`config.mk`:
```
export PLATFORM = sky130hd
export DESIGN_NAME = colour_picker
export DESIGN_NICKNAME = d
export VERILOG_FILES = /design/src/rtl/colour_picker.sv
export SDC_FILE = /design/constraint.sdc
export NUM_CORES = 1
export LEC_CHECK = 0
export ABC_AREA = 1
export BUFFER_PORTS_ARGS = -buffer_cell sky130_fd_sc_hd__buf_2
export CORE_MARGIN = 1.5
export CORE_UTILIZATION = 55
export DETAILED_ROUTE_END_ITERATION = 10
export PLACE_DENSITY_LB_ADDON = 0.08
export SYNTH_ARGS = -nofsm -noshare
export SYNTH_HDL_FRONTEND = slang
export SYNTH_SLANG_ARGS = --single-unit
```
`constraint.sdc`:
```
create_clock -name CLOCK -period 3.7 [get_ports CLOCK]
set_input_delay 0.74 -clock CLOCK [delete_from_list [all_inputs] [get_ports CLOCK]]
set_output_delay 0.74 -clock CLOCK [all_outputs]
set_load 0.05 [all_outputs]
```
`src/rtl/colour_picker.sv`:
```
// Eyedropper: reads the canvas pixel under the cursor and matches it against the fixed
// 13-entry palette, one compare per cycle, reporting the index of the first exact match.
module colour_picker #(
  parameter int LOCKOUT_CYCLES = 25000000,
  parameter int TIMEOUT_CYCLES = 16,
  parameter int WIDTH          = 96,
  parameter int HEIGHT         = 64
) (
  input  logic        CLOCK,
  input  logic        RESET,
  input  logic        en,
  input  logic        pick_btn,
  input  logic [6:0]  cursor_x,
  input  logic [5:0]  cursor_y,
  output logic        fb_rd_en,
  output logic [12:0] fb_rd_addr,
  input  logic [15:0] fb_rd_data,
  input  logic        fb_rd_valid,
  output logic        busy,
  output logic        pick_done,
  output logic        pick_miss,
  output logic [3:0]  picked_index,
  output logic [15:0] picked_colour
);

  localparam int LK_W = $clog2(LOCKOUT_CYCLES + 1);
  localparam int TO_W = $clog2(TIMEOUT_CYCLES + 1);
  localparam logic [LK_W-1:0] LK_LAST  = LK_W'(LOCKOUT_CYCLES - 1);
  localparam logic [TO_W-1:0] TO_LAST  = TO_W'(TIMEOUT_CYCLES - 1);
  localparam logic [7:0]      X_LIM    = 8'(WIDTH);
  localparam logic [6:0]      Y_LIM    = 7'(HEIGHT);
  localparam logic [3:0]      LAST_IDX = 4'd12;

  typedef enum logic [2:0] {IDLE, REQ, WAIT, SCAN, DONE, LOCKOUT} state_t;

  state_t            state, state_nxt;
  logic              btn_prev;
  logic              miss;
  logic [3:0]        k;
  logic [15:0]       pixel;
  logic [TO_W-1:0]   tmo_cnt;
  logic [LK_W-1:0]   lk_cnt;
  logic              trig;
  logic              in_range;
  logic              hit;
  logic [12:0]       addr_calc;

  function automatic logic [15:0] palette(input logic [3:0] idx);
    case (idx)
      4'd0:    palette = 16'h0000;
      4'd1:    palette = 16'hFED3;
      4'd2:    palette = 16'hFD46;
      4'd3:    palette = 16'hC240;
      4'd4:    palette = 16'hF800;
      4'd5:    palette = 16'hCB5D;
      4'd6:    palette = 16'h1619;
      4'd7:    palette = 16'h2B58;
      4'd8:    palette = 16'h0C8A;
      4'd9:    palette = 16'h7687;
      4'd10:   palette = 16'hFFCB;
      4'd11:   palette = 16'h3FCF;
      4'd12:   palette = 16'hC618;
      default: palette = 16'h0000;
    endcase
  endfunction

  assign trig      = en && pick_btn && !btn_prev;
  assign in_range  = ({1'b0, cursor_x} < X_LIM) && ({1'b0, cursor_y} < Y_LIM);
  assign addr_calc = 13'(cursor_y) * 13'(WIDTH) + 13'(cursor_x);
  assign hit       = (pixel == palette(k));

  always_ff @(posedge CLOCK or posedge RESET) begin
    if (RESET) state <= IDLE;
    else       state <= state_nxt;
  end

  always_comb begin
    state_nxt = state;
    fb_rd_en  = 1'b0;
    pick_done = 1'b0;
    pick_miss = 1'b0;
    busy      = (state != IDLE);
    case (state)
      IDLE:    if (trig) state_nxt = in_range ? REQ : DONE;
      REQ: begin
        fb_rd_en  = 1'b1;
        state_nxt = WAIT;
      end
      WAIT: begin
        if (fb_rd_valid)             state_nxt = SCAN;
        else if (tmo_cnt == TO_LAST) state_nxt = DONE;
      end
      SCAN:    if (hit || k == LAST_IDX) state_nxt = DONE;
      DONE: begin
        pick_done = 1'b1;
        pick_miss = miss;
        state_nxt = LOCKOUT;
      end
      LOCKOUT: if (lk_cnt == LK_LAST) state_nxt = IDLE;
      default: state_nxt = IDLE;
    endcase
  end

  // The button edge register runs in every state so a held button never looks like a new press.
  always_ff @(posedge CLOCK or posedge RESET) begin
    if (RESET) begin
      btn_prev      <= 1'b0;
      miss          <= 1'b0;
      k             <= 4'd0;
      pixel         <= 16'h0000;
      tmo_cnt       <= '0;
      lk_cnt        <= '0;
      fb_rd_addr    <= 13'd0;
      picked_index  <= 4'd0;
      picked_colour <= 16'h0000;
    end else begin
      btn_prev <= pick_btn;
      case (state)
        IDLE: begin
          if (trig) begin
            miss <= !in_range;
            if (in_range) fb_rd_addr <= addr_calc;
          end
        end
        REQ: tmo_cnt <= '0;
        WAIT: begin
          if (fb_rd_valid) begin
            pixel <= fb_rd_data;
            k     <= 4'd0;
          end else begin
            tmo_cnt <= tmo_cnt + 1'b1;
            if (tmo_cnt == TO_LAST) miss <= 1'b1;
          end
        end
        SCAN: begin
          if (hit) begin
            picked_index  <= k;
            picked_colour <= palette(k);
          end else if (k == LAST_IDX) begin
            miss <= 1'b1;
          end else begin
            k <= k + 1'b1;
          end
        end
        DONE:    lk_cnt <= '0;
        LOCKOUT: lk_cnt <= lk_cnt + 1'b1;
        default: ;
      endcase
    end
  end

endmodule

```
==> impl_metrics.env <==
export IMPL_synth_cells=671
export IMPL_worst_r2r_endpoint="k[2]"
export IMPL_hold_worst_slack_ns=0.480
export IMPL_start_util=0.577
export IMPL_filler_cell_count=778
export IMPL_crit_required_ns=3.94
export IMPL_cp_arrival_ns=3.16
export IMPL_core_mm2=0.00885
export IMPL_max_slew_margin=0.496
export IMPL_p_sw_w=0.00155
export IMPL_regToRegStartpoint="k[0]"
export IMPL_timing_fmax_ghz=0.342
export IMPL_synth_edf_count=0
export IMPL_grt_usage=0.259
export IMPL_ys_seq_area_frac=0.426
export IMPL_hold_path_class="in -> async"
export IMPL_hold_violations=0
export IMPL_cts_resized=0
export IMPL_cp_start_kind="flop"
export IMPL_cts_buffers=9
export IMPL_routabilityCongestion=0.945
export IMPL_cts_sinks=87
export IMPL_fin_area_mm2=0.00569
export IMPL_fin_nets=794
export IMPL_synthTopCellsByCount="nand2_1, dfrtp_1, inv_1"
export IMPL_rows=34
export IMPL_dieArea_mm2=0.00987
export IMPL_synth_xor_area_share=0.0240
export IMPL_fin_setup_tns_ns=0
export IMPL_fp_dieH_um=99.4
export IMPL_via_per_inst=5.27
export IMPL_grt_max_degree=45
export IMPL_syn_avg_cell_area_um2=7.61
export IMPL_synthDistinctLibCells=40
export IMPL_setup_viol=0
export IMPL_pwr_share_clk=0.202
export IMPL_peakVddDrop_mv=0.511
export IMPL_synthSimpleGateAreaFrac=0.301
export IMPL_post_route_min_period_ns=2.93
export IMPL_drive_gt1_frac=0.171
export IMPL_synth_top_area_frac=0.426
export IMPL_antenna_found_initial=0
export IMPL_run_status="finished, final reports clean"
export IMPL_syn2layout_area_growth_pct=11.5
export IMPL_post_dp_cell_area_mm2=0.00549
export IMPL_tightest_slew_ns=0.755
export IMPL_register_area_mm2=0.00218
export IMPL_dr_pass1_iters=5
export IMPL_fin_skew_ns=0.0136
export IMPL_critPathKind="reg -> reg"
export IMPL_grt_pass1_vias=4399
export IMPL_ios=71
export IMPL_reg2reg_slack_ns=0.77
export IMPL_yosysTopAreaCell="dfrtp_1"
export IMPL_async_reset_ff_frac=1.00
export IMPL_synth_top_family_by_area="simple AND/OR/NAND/NOR gates"
export IMPL_clk_transition_reported_paths_ns=0.09
export IMPL_pre_cts_ws_ns=0.788
export IMPL_power_frac_comb=0.427
export IMPL_rsz0062_at_grt="false"
export IMPL_syn_area_mm2=0.00511
export IMPL_worst_slack_ns=0.774
export IMPL_h_tree_depth=3
export IMPL_insertion_delay_ns=0.35
export IMPL_synth_compound_area_share=0.109
export IMPL_multiInputGateArea_mm2=0.00250
export IMPL_timing_final_crit_share=0.791
export IMPL_synthMuxAreaShare=0
export IMPL_dp_final_hpwl_um=9020
export IMPL_root_buffer="clkbuf_8"
export IMPL_synth_most_common_cell="nand2_1"
export IMPL_ys_top_cells_by_area="dfrtp_1, nand2_1, inv_1, ha_1, nor2_1"
export IMPL_synth_seq_cells=87
export IMPL_r2r_cells=12
export IMPL_sw_frac_of_total=0.443
export IMPL_synth_fp_nets=726
export IMPL_p_int_w=0.00195
export IMPL_clock_path_buffers=2
export IMPL_die_x_um=99.4
export IMPL_drt_wl_total_um=11800
export IMPL_dp_cells=836
export IMPL_yosysWarnings=0
export IMPL_synth_main_ff_cell="dfrtp_1"
export IMPL_routedWlPerCell_um=13.8
export IMPL_critPathMaxFanout=43
export IMPL_drc=0
export IMPL_first_iter_violations=265
export IMPL_crit_end="k[2]"
export IMPL_ctsHoldBuffers=0
export IMPL_slew_viol_final=0
export IMPL_numPortBuffers=69
export IMPL_synthAdderAreaFrac=0.0544
export IMPL_grt_first_pass_wirelength_um=20400
export IMPL_fin_cells=850
export IMPL_cts_setup_buffers=0
export IMPL_cp_end_kind="flop"
export IMPL_antenna_cells=0
export IMPL_cts_tree="done"
export IMPL_overflow=0
export IMPL_startpoint="k[0]"
export IMPL_p_leak_nw=2.94
export IMPL_ant_nets=0
export IMPL_cap_violations=0
export IMPL_pwr_share_seq=0.372
export IMPL_dr_total_vias=4478
export IMPL_power_density_mw_per_mm2=615
-- through the flow --
step | power (W) | util
finish | 0.00350 | 0.643
global route | 0.00377 | 0.643
CTS | 0.00351 | 0.643
floorplan | 0.00242 | -
detailed placement | 0.00280 | 0.621
global placement | 0.00277 | 0.621
-- metal layers --
metal	wire, um	track usage	share of wire	vias to the layer above
li1	-	-	-	2270
met1	5910	0.380	0.50	2081
met4	168	0.0607	0.014	0
met2	5140	0.402	0.44	110
met3	551	0.0478	0.047	17
met5	0	0	0	-
-- sequential cells by signal (all words and copies together), names as in the netlist, 3 cells and up --
name and count:
picked_index 4, tmo_cnt 5, k 4, fb_rd_addr 13
lk_cnt 25, picked_colour 15, state 3, pixel 16
-- critical path: stages (launching register included) --
cell     delay [ns]
dfrtp_1        0.52
inv_2          0.15
ha_1           0.39
o21ai_0        0.56
nand2_1        0.10
nand3_1        0.11
nor2_1         0.05
nand2_1        0.07
nor2_2         0.05
nand3_4        0.43
nand2_1        0.22
nand2_1        0.10
nand2_1        0.06
-- worst min-delay path by stage --
stage / startpoint / slack, ns / end / cells past startpoint
after CTS: fb_rd_addr[4] / 0.48 / fb_rd_addr[4] / 2
after floorplan: miss / 0.44 / miss / 2
after global routing: pick_btn / 0.49 / btn_prev / 1
after detailed placement: fb_rd_addr[4] / 0.46 / fb_rd_addr[4] / 2
final: RESET / 0.48 / picked_colour[10] / 2
after global placement: fb_rd_addr[2] / 0.46 / fb_rd_addr[2] / 2
-- power by group through the flow --
stage                     Combinational [W]  Clock, W  Sequential, W
after floorplan                    0.000897         0        0.00153
after detailed placement            0.00149         0        0.00131
after CTS                           0.00149  0.000719        0.00130
after global routing                0.00168  0.000763        0.00133
final                               0.00149  0.000706        0.00130
after global placement              0.00146         0        0.00131
-- placed cells by master (no fill, tap or decap), types with 3 or more instances in the layout --
cell type	instances
ha_1	19
dfrtp_1	87
buf_4	5
clkbuf_8	9
xnor2_1	4
o21ai_0	28
a21oi_1	15
nor2_1	59
inv_1	74
nand2_2	6
o31ai_1	3
nand2_1	225
buf_2	69
nand4_1	9
xor2_1	10
o22ai_1	6
or2_2	3
a31oi_1	4
o21ai_2	21
nand3_1	41
nor3_1	13
-- area by class of cell --
type | instances | area share
clock buffers | 10 | 0.0224
clock inverters | 4 | 0.0127
inverters | 79 | 0.0527
multi-input cells | 488 | 0.439
flip-flops and latches | 87 | 0.382
well taps | 108 | 0.0237
repair buffers | 74 | 0.0673
-- kinds of logic (layout without fill, tap and decap cells) --
family          count (synthesis)  in the layout
flops                          87             87
xor+xnor                       14             14
simple gates                  366            366
buf+inv                        96            167
compound gates                 86             86
fa+ha+maj                      21             21
other cells                     1              1
Note: power is estimated with default switching activity, not from simulation.
